### config.mk
export PLATFORM = sky130hd
export DESIGN_NAME = axi4lite_master_bridge_flat
export DESIGN_NICKNAME = d
export VERILOG_FILES = /design/src/rtl/axi4lite_master_bridge_if.sv /design/src/rtl/axi4lite_master_bridge.sv /design/src/flat_wrapper.sv
export SDC_FILE = /design/constraint.sdc
export NUM_CORES = 1
export LEC_CHECK = 0
export BUFFER_PORTS_ARGS = -buffer_cell sky130_fd_sc_hd__buf_2
export CORE_AREA = 2 2 156 158
export DETAILED_ROUTE_END_ITERATION = 16
export DIE_AREA = 0 0 158 160
export GPL_TIMING_DRIVEN = 0
export HOLD_SLACK_MARGIN = 0.1
export PLACE_DENSITY = 0.66
export SLEW_MARGIN = 5
export SYNTH_ARGS = -nofsm -noshare
export SYNTH_HDL_FRONTEND = slang
export SYNTH_SLANG_ARGS = --single-unit
### constraint.sdc
create_clock -name aclk -period 2.5 [get_ports aclk]
set_input_delay 0.5 -clock aclk [delete_from_list [all_inputs] [get_ports aclk]]
set_output_delay 0.5 -clock aclk [all_outputs]
set_load 0.02 [all_outputs]
### src/rtl/axi4lite_master_bridge_if.sv
// AXI4-Lite bus between the master bridge and its downstream slave peripherals.
// The master modport drives the request channels; the slave modport returns the handshakes and responses.
`ifndef ALEN
`define ALEN 32
`endif

interface axi4lite_master_bridge_if #(
  parameter int ADDR_WIDTH = `ALEN
);
  logic [ADDR_WIDTH-1:0] awaddr;
  logic [2:0]            awprot;
  logic                  awvalid;
  logic                  awready;
  logic [63:0]           wdata;
  logic [7:0]            wstrb;
  logic                  wvalid;
  logic                  wready;
  logic [1:0]            bresp;
  logic                  bvalid;
  logic                  bready;
  logic [ADDR_WIDTH-1:0] araddr;
  logic [2:0]            arprot;
  logic                  arvalid;
  logic                  arready;
  logic [63:0]           rdata;
  logic [1:0]            rresp;
  logic                  rvalid;
  logic                  rready;

  modport master (
    output awaddr, awprot, awvalid, wdata, wstrb, wvalid, bready,
           araddr, arprot, arvalid, rready,
    input  awready, wready, bresp, bvalid, arready, rdata, rresp, rvalid
  );

  modport slave (
    input  awaddr, awprot, awvalid, wdata, wstrb, wvalid, bready,
           araddr, arprot, arvalid, rready,
    output awready, wready, bresp, bvalid, arready, rdata, rresp, rvalid
  );
endinterface

### src/rtl/axi4lite_master_bridge.sv
// Single-outstanding bridge from the core load/store port to AXI4-Lite, with a response
// timeout that drains the late beat so it can never be paired with a later request.
module axi4lite_master_bridge #(
  parameter int ADDR_WIDTH     = `ALEN,
  parameter int TIMEOUT_CYCLES = 1024,
  localparam int CNT_WIDTH     = (TIMEOUT_CYCLES > 0) ? $clog2(TIMEOUT_CYCLES + 1) : 1
) (
  input  logic                  aclk,
  input  logic                  aresetn,
  input  logic                  req_valid,
  output logic                  req_ready,
  input  logic                  req_write,
  input  logic [ADDR_WIDTH-1:0] req_addr,
  input  logic [63:0]           req_wdata,
  input  logic [7:0]            req_wstrb,
  output logic                  resp_valid,
  input  logic                  resp_ready,
  output logic [63:0]           resp_rdata,
  output logic                  resp_err,
  output logic                  resp_timeout,
  axi4lite_master_bridge_if.master axi
);

  typedef enum logic [2:0] {
    IDLE    = 3'd0,
    WR_REQ  = 3'd1,
    WR_RESP = 3'd2,
    RD_REQ  = 3'd3,
    RD_RESP = 3'd4,
    RESP    = 3'd5,
    DRAIN_W = 3'd6,
    DRAIN_R = 3'd7
  } state_t;

  state_t                state_r, state_n;
  logic                  awvalid_r, awvalid_n;
  logic                  wvalid_r, wvalid_n;
  logic                  arvalid_r, arvalid_n;
  logic                  bready_r, bready_n;
  logic                  rready_r, rready_n;
  logic                  resp_valid_r, resp_valid_n;
  logic [63:0]           resp_rdata_r, resp_rdata_n;
  logic                  resp_err_r, resp_err_n;
  logic                  resp_timeout_r, resp_timeout_n;
  logic [CNT_WIDTH-1:0]  cnt_r, cnt_n;
  logic [ADDR_WIDTH-1:0] addr_r, addr_n;
  logic [63:0]           wdata_r, wdata_n;
  logic [7:0]            wstrb_r, wstrb_n;
  logic                  timeout_hit_s;
  logic                  unused_resp_s;

  // The counter value seen here is one below the cycles already waited, so the
  // error response appears exactly TIMEOUT_CYCLES cycles after the address handshake.
  assign timeout_hit_s = (TIMEOUT_CYCLES != 32'sd0) &&
                         (cnt_r == CNT_WIDTH'(TIMEOUT_CYCLES - 32'sd1));
  assign unused_resp_s = ^{axi.bresp[0], axi.rresp[0]};

  assign req_ready    = (state_r == IDLE);
  assign resp_valid   = resp_valid_r;
  assign resp_rdata   = resp_rdata_r;
  assign resp_err     = resp_err_r;
  assign resp_timeout = resp_timeout_r;
  assign axi.awaddr   = addr_r;
  assign axi.awprot   = 3'b000;
  assign axi.awvalid  = awvalid_r;
  assign axi.wdata    = wdata_r;
  assign axi.wstrb    = wstrb_r;
  assign axi.wvalid   = wvalid_r;
  assign axi.bready   = bready_r;
  assign axi.araddr   = addr_r;
  assign axi.arprot   = 3'b000;
  assign axi.arvalid  = arvalid_r;
  assign axi.rready   = rready_r;

  // Next-state and next-output computation for every registered signal.
  always_comb begin
    state_n        = state_r;
    awvalid_n      = awvalid_r;
    wvalid_n       = wvalid_r;
    arvalid_n      = arvalid_r;
    bready_n       = bready_r;
    rready_n       = rready_r;
    resp_valid_n   = resp_valid_r;
    resp_rdata_n   = resp_rdata_r;
    resp_err_n     = resp_err_r;
    resp_timeout_n = resp_timeout_r;
    cnt_n          = cnt_r;
    addr_n         = addr_r;
    wdata_n        = wdata_r;
    wstrb_n        = wstrb_r;
    case (state_r)
      IDLE: begin
        if (req_valid) begin
          addr_n  = req_addr;
          wdata_n = req_wdata;
          wstrb_n = req_wstrb;
          if (req_write) begin
            state_n   = WR_REQ;
            awvalid_n = 1'b1;
            wvalid_n  = 1'b1;
          end else begin
            state_n   = RD_REQ;
            arvalid_n = 1'b1;
          end
        end else begin
          state_n = IDLE;
        end
      end
      WR_REQ: begin
        // AW and W retire independently; a channel already done stays low.
        awvalid_n = awvalid_r & ~axi.awready;
        wvalid_n  = wvalid_r & ~axi.wready;
        if (!awvalid_n && !wvalid_n) begin
          state_n  = WR_RESP;
          bready_n = 1'b1;
          cnt_n    = '0;
        end else begin
          state_n = WR_REQ;
        end
      end
      RD_REQ: begin
        if (axi.arready) begin
          state_n   = RD_RESP;
          arvalid_n = 1'b0;
          rready_n  = 1'b1;
          cnt_n     = '0;
        end else begin
          state_n = RD_REQ;
        end
      end
      WR_RESP: begin
        if (axi.bvalid) begin
          state_n        = RESP;
          bready_n       = 1'b0;
          resp_valid_n   = 1'b1;
          resp_err_n     = axi.bresp[1];
          resp_rdata_n   = 64'd0;
          resp_timeout_n = 1'b0;
        end else if (timeout_hit_s) begin
          state_n        = DRAIN_W;
          resp_valid_n   = 1'b1;
          resp_err_n     = 1'b1;
          resp_rdata_n   = 64'd0;
          resp_timeout_n = 1'b1;
        end else begin
          cnt_n = cnt_r + CNT_WIDTH'(1);
        end
      end
      RD_RESP: begin
        if (axi.rvalid) begin
          state_n        = RESP;
          rready_n       = 1'b0;
          resp_valid_n   = 1'b1;
          resp_err_n     = axi.rresp[1];
          resp_rdata_n   = axi.rdata;
          resp_timeout_n = 1'b0;
        end else if (timeout_hit_s) begin
          state_n        = DRAIN_R;
          resp_valid_n   = 1'b1;
          resp_err_n     = 1'b1;
          resp_rdata_n   = 64'd0;
          resp_timeout_n = 1'b1;
        end else begin
          cnt_n = cnt_r + CNT_WIDTH'(1);
        end
      end
      RESP: begin
        if (resp_ready) begin
          state_n      = IDLE;
          resp_valid_n = 1'b0;
        end else begin
          state_n = RESP;
        end
      end
      DRAIN_W: begin
        // Late beat and response handshake complete in any order; leave once both have.
        bready_n     = bready_r & ~axi.bvalid;
        resp_valid_n = resp_valid_r & ~resp_ready;
        if (!bready_n && !resp_valid_n) begin
          state_n = IDLE;
        end else begin
          state_n = DRAIN_W;
        end
      end
      DRAIN_R: begin
        rready_n     = rready_r & ~axi.rvalid;
        resp_valid_n = resp_valid_r & ~resp_ready;
        if (!rready_n && !resp_valid_n) begin
          state_n = IDLE;
        end else begin
          state_n = DRAIN_R;
        end
      end
      default: begin
        state_n = IDLE;
      end
    endcase
  end

  // State and output registers, cleared asynchronously by aresetn.
  always_ff @(posedge aclk or negedge aresetn) begin
    if (!aresetn) begin
      state_r        <= IDLE;
      awvalid_r      <= 1'b0;
      wvalid_r       <= 1'b0;
      arvalid_r      <= 1'b0;
      bready_r       <= 1'b0;
      rready_r       <= 1'b0;
      resp_valid_r   <= 1'b0;
      resp_rdata_r   <= 64'd0;
      resp_err_r     <= 1'b0;
      resp_timeout_r <= 1'b0;
      cnt_r          <= '0;
      addr_r         <= '0;
      wdata_r        <= 64'd0;
      wstrb_r        <= 8'd0;
    end else begin
      state_r        <= state_n;
      awvalid_r      <= awvalid_n;
      wvalid_r       <= wvalid_n;
      arvalid_r      <= arvalid_n;
      bready_r       <= bready_n;
      rready_r       <= rready_n;
      resp_valid_r   <= resp_valid_n;
      resp_rdata_r   <= resp_rdata_n;
      resp_err_r     <= resp_err_n;
      resp_timeout_r <= resp_timeout_n;
      cnt_r          <= cnt_n;
      addr_r         <= addr_n;
      wdata_r        <= wdata_n;
      wstrb_r        <= wstrb_n;
    end
  end

endmodule
### src/flat_wrapper.sv
// flat-port wrapper written by rule: the top's interface ports become plain ports
module axi4lite_master_bridge_flat 
#(
  parameter int ADDR_WIDTH     = `ALEN,
  parameter int TIMEOUT_CYCLES = 1024,
  localparam int CNT_WIDTH     = (TIMEOUT_CYCLES > 0) ? $clog2(TIMEOUT_CYCLES + 1) : 1
)
  (aclk, aresetn, req_valid, req_ready, req_write, req_addr, req_wdata, req_wstrb, resp_valid, resp_ready, resp_rdata, resp_err, resp_timeout, axi_awaddr, axi_awprot, axi_awvalid, axi_wdata, axi_wstrb, axi_wvalid, axi_bready, axi_araddr, axi_arprot, axi_arvalid, axi_rready, axi_awready, axi_wready, axi_bresp, axi_bvalid, axi_arready, axi_rdata, axi_rresp, axi_rvalid);
  axi4lite_master_bridge_if #(.ADDR_WIDTH(ADDR_WIDTH)) axi_i ();
  input  logic aclk;
  input  logic aresetn;
  input  logic req_valid;
  output logic req_ready;
  input  logic req_write;
  input  logic [ADDR_WIDTH-1:0] req_addr;
  input  logic [63:0] req_wdata;
  input  logic [7:0] req_wstrb;
  output logic resp_valid;
  input  logic resp_ready;
  output logic [63:0] resp_rdata;
  output logic resp_err;
  output logic resp_timeout;
  output wire logic [$bits(axi_i.awaddr)-1:0] axi_awaddr;
  output wire logic [$bits(axi_i.awprot)-1:0] axi_awprot;
  output wire logic [$bits(axi_i.awvalid)-1:0] axi_awvalid;
  output wire logic [$bits(axi_i.wdata)-1:0] axi_wdata;
  output wire logic [$bits(axi_i.wstrb)-1:0] axi_wstrb;
  output wire logic [$bits(axi_i.wvalid)-1:0] axi_wvalid;
  output wire logic [$bits(axi_i.bready)-1:0] axi_bready;
  output wire logic [$bits(axi_i.araddr)-1:0] axi_araddr;
  output wire logic [$bits(axi_i.arprot)-1:0] axi_arprot;
  output wire logic [$bits(axi_i.arvalid)-1:0] axi_arvalid;
  output wire logic [$bits(axi_i.rready)-1:0] axi_rready;
  input wire logic [$bits(axi_i.awready)-1:0] axi_awready;
  input wire logic [$bits(axi_i.wready)-1:0] axi_wready;
  input wire logic [$bits(axi_i.bresp)-1:0] axi_bresp;
  input wire logic [$bits(axi_i.bvalid)-1:0] axi_bvalid;
  input wire logic [$bits(axi_i.arready)-1:0] axi_arready;
  input wire logic [$bits(axi_i.rdata)-1:0] axi_rdata;
  input wire logic [$bits(axi_i.rresp)-1:0] axi_rresp;
  input wire logic [$bits(axi_i.rvalid)-1:0] axi_rvalid;
  assign axi_awaddr = axi_i.awaddr;
  assign axi_awprot = axi_i.awprot;
  assign axi_awvalid = axi_i.awvalid;
  assign axi_wdata = axi_i.wdata;
  assign axi_wstrb = axi_i.wstrb;
  assign axi_wvalid = axi_i.wvalid;
  assign axi_bready = axi_i.bready;
  assign axi_araddr = axi_i.araddr;
  assign axi_arprot = axi_i.arprot;
  assign axi_arvalid = axi_i.arvalid;
  assign axi_rready = axi_i.rready;
  assign axi_i.awready = axi_awready;
  assign axi_i.wready = axi_wready;
  assign axi_i.bresp = axi_bresp;
  assign axi_i.bvalid = axi_bvalid;
  assign axi_i.arready = axi_arready;
  assign axi_i.rdata = axi_rdata;
  assign axi_i.rresp = axi_rresp;
  assign axi_i.rvalid = axi_rvalid;
  axi4lite_master_bridge #(.ADDR_WIDTH(ADDR_WIDTH), .TIMEOUT_CYCLES(TIMEOUT_CYCLES)) u_core (.aclk(aclk), .aresetn(aresetn), .req_valid(req_valid), .req_ready(req_ready), .req_write(req_write), .req_addr(req_addr), .req_wdata(req_wdata), .req_wstrb(req_wstrb), .resp_valid(resp_valid), .resp_ready(resp_ready), .resp_rdata(resp_rdata), .resp_err(resp_err), .resp_timeout(resp_timeout), .axi(axi_i));
endmodule
==> metrics.txt, run 1 <==
result of the run completed; count of unique library cells instantiated by Yosys 51; count of port buffers added during placement slightly below 400; highest attainable clock frequency between 400 and 500 MHz; sw power between 0.006 and 0.007 W; Boundary Pins between 300 and 400; cell leakage power between 6 and 7 nW; effective utilization at floorplan between 30 and 40%; DRC violation count after routing 0; Slew HR 42.5%; global placer's final weighted congestion 0.838; final worst slack 331 ps; CP max stage cell sky130_fd_sc_hd__clkbuf_1; transition time at the pin with the least slew margin 862 ps; crit path max fanout 10; proportion of power drawn by combinational gates a little under half; clock sink total 190; power density over the cells around 1300 nW/µm²; setup repair after global routing missed its margin no; cell-by-cell listing of the critical path buf_2 > nor3_2 > nand2_2 > clkbuf_1 > clkbuf_1 > nand2_1 > nand2_1; post-synthesis sequential area ratio 60.9%; cell area after synthesis a little under 8000 µm²; top-area cell type share of the netlist area about three fifths; post-synthesis async set-or-reset flop share 100%; die span in x 158 µm; Worst VDD drop between 500 and 600 µV; Detailed Route WL around 24000 µm; wire length of the first global-routing pass 36400 µm; H-Tree Level Count 4; Buf/Inv on CP 3; biggest area contributors in the synthesized netlist sky130_fd_sc_hd__dfrtp_1 61%, sky130_fd_sc_hd__nand2_1 16%, sky130_fd_sc_hd__a22o_1 7.3%, sky130_fd_sc_hd__buf_4 3.7%, sky130_fd_sc_hd__clkbuf_1 1.2%; top cells by instance count after synthesis 330 x sky130_fd_sc_hd__nand2_1, 190 x sky130_fd_sc_hd__dfrtp_1, 65 x sky130_fd_sc_hd__a22o_1; cell type with the highest aggregate area in the netlist sky130_fd_sc_hd__dfrtp_1; vias in the first global route 6455; proportion of total power due to net switching about 44%; Post-CTS Hold Buffers 0; worst flop-to-flop path startpoint u_core.state_r[1]; Synth Register Bits 190; Reg clk slew, reported paths 70 ps; mean number of vias per cell 4.48; setup slack after placement 69.1 ps; number of nets in the final layout ~1400; initial antenna violation count 0; dominant register cell in the synthesized netlist sky130_fd_sc_hd__dfrtp_1; critical path endpoint category register; maximum number of pins on one net before global-route repair roughly 110; Crit Path Class register to register; overall die area approximately 25000 µm²; share of power burned in the clock network 18.9%; Setup Viol. Count Final 0; average routed wire per standard cell 15.5 µm; fraction of final layout cells with drive strength greater than 1 roughly 40%; total iterations of the first detailed-routing run 5; GRT Overall Usage a little under a fifth; post-layout min period between 2000 and 2500 ps; crit path launch type register; total met2 wirelength after detailed routing between 10000 and 15000 µm; number of cells on the worst reg-to-reg path 7; final count of pins violating max slew 0; TritonCTS clock tree built; setup bufs post-CTS 0; reg-to-reg endpoint u_core.axi.wstrb[0]; leading cell type by number of instances after synthesis sky130_fd_sc_hd__nand2_1; standard-cell rows 57; met3 wire len between 1000 and 1500 µm; routed metal-1 wirelength around 10000 µm; # resized after CTS 0; die height around 160 µm; total core area approximately 24000 µm²; Initial DRC Count ~470; data arrival time of the critical path between 2000 and 3000 ps; clock buffers created by TritonCTS 17; total global routing overflow 0; endpoints failing hold 0; Hold WC Path Type input port to asynchronous set/reset pin; Detail Placement HPWL 17900 µm; skew final 8.59 ps; final-layout setup total negative slack 0 ps; Yosys Warn Count 0; Max Cap Viol 0; buffer type at the clock tree root sky130_fd_sc_hd__clkbuf_16; Clock Path Buffers 2; post-synthesis average cell area 9.98 µm²; via total after detailed routing 6866; sequential group share of total power about a third; clock latency on the worst-skew pair 430 ps; total power roughly 0.014 W; post-synthesis to final-layout area growth 38.4%; required time at the worst-slack endpoint ~2900 ps; total internal power 0.00805 W; count of antenna-violating nets left after detailed routing 0; synthesized netlist cell count between 700 and 800; share of the cycle needed by the critical path after routing between 80% and 90%; largest stage delay on the critical path 500 ps; number of synthesized flops with an enable pin 0; final antenna diode count 0; uppermost signal routing layer after detailed routing met4; reg-to-reg setup timing slack around 330 ps; family with the most delay on the worst path buffers and inverters
## through the flow
stage | hold WS, ps | area (µm²) | utilization (%) | instances
2_1_floorplan | 204 | 7820 | - | 787
3_3_place_gp | 454 | 10200 | 42.7 | 1499
3_5_place_dp | 456 | 10200 | 42.9 | 1500
4_1_cts | 161 | 10800 | 45.3 | 1532
5_1_grt | 181 | 10800 | 45.4 | 1532
6_report | 95.8 | 10800 | 45.4 | 1532
## power by group through the flow
stage          clock (W)  combinational [W]  sequential [W]
2_1_floorplan          0            0.00283         0.00642
3_3_place_gp           0            0.00658         0.00505
3_5_place_dp           0            0.00668         0.00506
4_1_cts          0.00280            0.00669         0.00503
5_1_grt          0.00293            0.00724         0.00518
6_report         0.00271            0.00662         0.00503
## cells by family after synthesis
logic type / after synthesis / synth area share (%)
adder cells (fa/ha/maj): 1 / 0.160
AO/OA/AOI/OAI: 109 / 11.2
buffers and inverters: 89 / 7.01
other: 1 / 0.0481
AND/OR/NAND/NOR: 390 / 20.4
flip-flops: 190 / 60.9
multiplexers: 2 / 0.273
## layer usage
metal  vias to the layer above  track usage, %
met5                         -               0
met4                         0            5.20
met3                        22            3.83
met2                       222            30.6
met1                      3262            24.6
li1                       3360               -
## layout make-up
class	count	area, µm²
Fill cell	2376	13000
Timing Repair Buffer	389	1980
Tap cell	324	405
Clock buffer	18	439
Multi-Input combinational cell	508	2530
Clock inverter	14	150
Buffer	85	532
Inverter	4	15.0
Sequential cell	190	4750
## flip-flops by register name (all words and copies together) (netlist names)
| name | cells |
|---|---|
| u_core.axi.wdata | 64 |
| u_core.resp_rdata | 64 |
| u_core.axi.araddr | 32 |
| u_core.cnt_r | 11 |
| u_core.axi.wstrb | 8 |
| u_core.state_r | 3 |
| u_core.axi.arvalid | 1 |
| u_core.axi.awvalid | 1 |
| u_core.axi.bready | 1 |
| u_core.axi.rready | 1 |
| u_core.axi.wvalid | 1 |
| u_core.resp_err | 1 |
| u_core.resp_timeout | 1 |
| u_core.resp_valid | 1 |
## worst max-delay path by stage
| stage | startpoint | end | cells after the start |
|---|---|---|---|
| 2_1_floorplan | u_core.state_r[1] | u_core.axi.wdata[16] | 7 |
| 3_3_place_gp | aresetn | u_core.axi.wdata[62] | 1 |
| 3_5_place_dp | u_core.state_r[1] | u_core.axi.wdata[18] | 7 |
| 4_1_cts | u_core.state_r[1] | u_core.axi.wstrb[0] | 7 |
| 5_1_grt | u_core.state_r[1] | u_core.axi.wdata[22] | 7 |
| 6_report | u_core.state_r[1] | u_core.axi.wstrb[0] | 7 |
## cells in the final DEF (no fill, tap or decap), types with 3 or more instances in the layout
cell type / instances
sky130_fd_sc_hd__buf_6: 7
sky130_fd_sc_hd__dfrtp_1: 190
sky130_fd_sc_hd__inv_6: 4
sky130_fd_sc_hd__nor3_1: 4
sky130_fd_sc_hd__a31oi_1: 3
sky130_fd_sc_hd__inv_8: 4
sky130_fd_sc_hd__buf_4: 38
sky130_fd_sc_hd__nor4_1: 5
sky130_fd_sc_hd__a21oi_1: 8
sky130_fd_sc_hd__nor2_1: 17
sky130_fd_sc_hd__clkinv_8: 3
sky130_fd_sc_hd__nor2b_1: 3
sky130_fd_sc_hd__and3_1: 8
sky130_fd_sc_hd__o31ai_1: 5
sky130_fd_sc_hd__buf_2: 401
sky130_fd_sc_hd__nand2_1: 329
sky130_fd_sc_hd__conb_1: 6
sky130_fd_sc_hd__clkbuf_1: 24
sky130_fd_sc_hd__nand3_1: 5
sky130_fd_sc_hd__a22o_1: 65
sky130_fd_sc_hd__o21ai_0: 9
sky130_fd_sc_hd__clkbuf_16: 17
sky130_fd_sc_hd__inv_1: 4
sky130_fd_sc_hd__a211o_1: 3
No activity file was read; power rests on OpenSTA's default activity.
==> run 2, diff against run 1 <==
==> constraint.sdc (replaced) <==
create_clock -name aclk -period 2 [get_ports aclk]
set_input_delay 0.4 -clock aclk [delete_from_list [all_inputs] [get_ports aclk]]
set_output_delay 0.4 -clock aclk [all_outputs]
set_load 0.02 [all_outputs]
==> run 2 against run 1 <==
Against the previous run:
- core utilization is 0.74 points higher
- combinational power is 28% higher
- final cell count increased by 0.39%
- worst hold slack gained 59 ps
- register-to-register slack got worse by 270 ps
- first-iteration DRC count decreased by 8.5%
- setup slack worse by 290 ps
- largest cell class unchanged
- highest routed layer unchanged
==> metrics.txt, run 2 (synthesis results as in run 1) <==
vias in the first global route 6715 (+4.0%); Crit Path Class register to primary output; routed metal-1 wirelength 10200 µm (-1.1%); uppermost signal routing layer after detailed routing met4; TritonCTS clock tree built; standard-cell rows 57 (unchanged); leading cell type in the layout, fill and taps excluded sky130_fd_sc_hd__buf_2; final worst slack 43.4 ps (-287 ps); endpoints failing hold 0 (unchanged); worst setup path startpoint u_core.state_r[1]; skew final 9.25 ps (+0.659 ps); Worst VDD drop 669 µV (+19%); Hold WC Path Type input port to register; maximum number of pins on one net before global-route repair 101 (-9.0%); final-layout setup total negative slack 0 ps (unchanged); mean number of vias per cell 4.57 (+2.0%); average routed wire per standard cell 15.5 µm (+0.25%); clock buffers created by TritonCTS 17 (unchanged); Setup Viol. Count Final 0 (unchanged); Detail Placement HPWL 17900 µm (+0.33%); Boundary Pins 397 (unchanged); post-layout min period 1960 ps; H-Tree Level Count 4 (unchanged); power density over the cells 1660 nW/µm² (+25%); critical path endpoint category primary output; die height 160 µm (unchanged); post-route cell area 11000 µm² (+1.6%); Max Cap Viol 0 (unchanged); Detailed Route WL 23900 µm (+0.64%); final count of pins violating max slew 0 (unchanged); Initial DRC Count 433 (-8.5%); clock sink total 190 (unchanged); CP max stage cell sky130_fd_sc_hd__dfrtp_1; largest stage delay on the critical path 440 ps (-60 ps); global placer's final weighted congestion 0.843 (+0.54%); worst flop-to-flop path startpoint u_core.state_r[0]; data arrival time of the critical path 1560 ps (-970 ps); cell-by-cell listing of the critical path buf_2 > nor3_4 > clkbuf_4; fraction of final layout cells with drive strength greater than 1 42.5% (+2.0 points); number of nets in the final layout 1382 (+0.29%); buffer type at the clock tree root sky130_fd_sc_hd__clkbuf_16; transition time at the pin with the least slew margin 718 ps (-144 ps); crit path launch type register; clock latency on the worst-skew pair 430 ps (about the same); hold wc startpoint req_wdata[0]; GRT Overall Usage 18.5% (-0.029 points); commonest cells after routing, fill and taps aside 394 x sky130_fd_sc_hd__buf_2, 329 x sky130_fd_sc_hd__nand2_1, 189 x sky130_fd_sc_hd__dfrtp_1, 65 x sky130_fd_sc_hd__a22o_1, 45 x sky130_fd_sc_hd__buf_4; share of the cycle needed by the critical path after routing a little over nine tenths; Slew HR 52.1% (+9.6 points); highest attainable clock frequency about 510 MHz; effective utilization at floorplan 32.8% (unchanged); worst hold slack 155 ps (+59.4 ps); post-synthesis to final-layout area growth 40.7%; overall die area 25300 µm² (unchanged); DRC violation count after routing 0 (unchanged); total met2 wirelength after detailed routing 11600 µm (-1.7%); result of the run completed; initial antenna violation count 2 (+2); total iterations of the first detailed-routing run 5 (unchanged); Reg clk slew, reported paths 80 ps (about the same); total global routing overflow 0 (unchanged); Clock Path Buffers 2 (unchanged); met3 wire len 1620 µm (+18%); count of port buffers added during placement 388 (unchanged); total core area 23800 µm² (unchanged); wire length of the first global-routing pass 36400 µm (+0.23%); required time at the worst-slack endpoint 1600 ps (-1270 ps); area of placed instances 10200 µm² (about the same); setup slack after placement -440 ps (-509 ps); via total after detailed routing 7030 (+2.4%); count of antenna-violating nets left after detailed routing 0 (unchanged); cell leakage power 6.30 nW (+1.5%); die span in x 158 µm (unchanged); crit path max fanout 10 (unchanged); setup repair after global routing missed its margin yes
[run 2: cell count changes in the layout (fill, tap and decap cells not counted), moves of 3 or more]
cell                       previous run  this run
sky130_fd_sc_hd__buf_2              401       394
sky130_fd_sc_hd__inv_6                4         1
sky130_fd_sc_hd__clkbuf_4             0         4
sky130_fd_sc_hd__clkbuf_2             0        14
sky130_fd_sc_hd__buf_4               38        45
sky130_fd_sc_hd__clkinv_8             3         6
sky130_fd_sc_hd__clkbuf_1            24         9
[run 2: worst paths after layout]
kind | to | slack, ps | depth (start not counted)
worst min-delay path | u_core.axi.wdata[0] | 160 | 3
max in group asynchronous | u_core.axi.araddr[16] | 480 | 3
min in group asynchronous | u_core.cnt_r[1] | 560 | 2
worst max register to register | u_core.cnt_r[9] | 60 | 5
worst max-delay path | req_ready | 40 | 3
worst min register to register | u_core.axi.wdata[49] | 470 | 2
[run 2: layout make-up]
cell class              instances  area, µm²
diodes                          2       5.00
plain buffers                  83        564
clock buffers                  17        425
clock inverters                15        190
fillers                      2345      12800
inverters                       4       15.0
multi-input cells             508       2590
flip-flops and latches        190       4760
well taps                     324        405
repair buffers                395       2030
[run 2: metrics by stage]
step | instances | total power (W) | util [%]
2_1_floorplan | 787 | 0.0116 | -
4_1_cts | 1537 | 0.0183 | 45.7
6_report | 1538 | 0.0182 | 46.1
3_5_place_dp | 1500 | 0.0147 | 42.9
5_1_grt | 1538 | 0.0195 | 46.1
3_3_place_gp | 1499 | 0.0145 | 42.7
[run 2: critical path: cells and delay by family (launching register included)]
kind / cells / cell delay (ps)
flops: 1 / 440
buf+inv: 2 / 480
simple gates: 1 / 200
[run 2: power breakdown]
group / internal (W) / switching (W)
Sequential: 0.00535 / 0.000942
Combinational: 0.00313 / 0.00536
Clock: 0.00171 / 0.00174
Total: 0.0102 / 0.00804
[run 2: per-layer routing]
| metal | track usage (%) | vias to the layer above |
|---|---|---|
| met5 | 0 | - |
| met4 | 6.14 | 0 |
| li1 | - | 3376 |
| met1 | 24.5 | 3346 |
| met3 | 4.75 | 43 |
| met2 | 29.6 | 265 |
[run 2: repair_timing]
item / CTS / global route
setup endpoints to repair: 110 / 126
setup buffers: 4 / 1
hold buffers: 1 / 0
endpoints found under the hold margin: 90 / 0
resized for setup: 13 / 34
pin swaps: 0 / 2
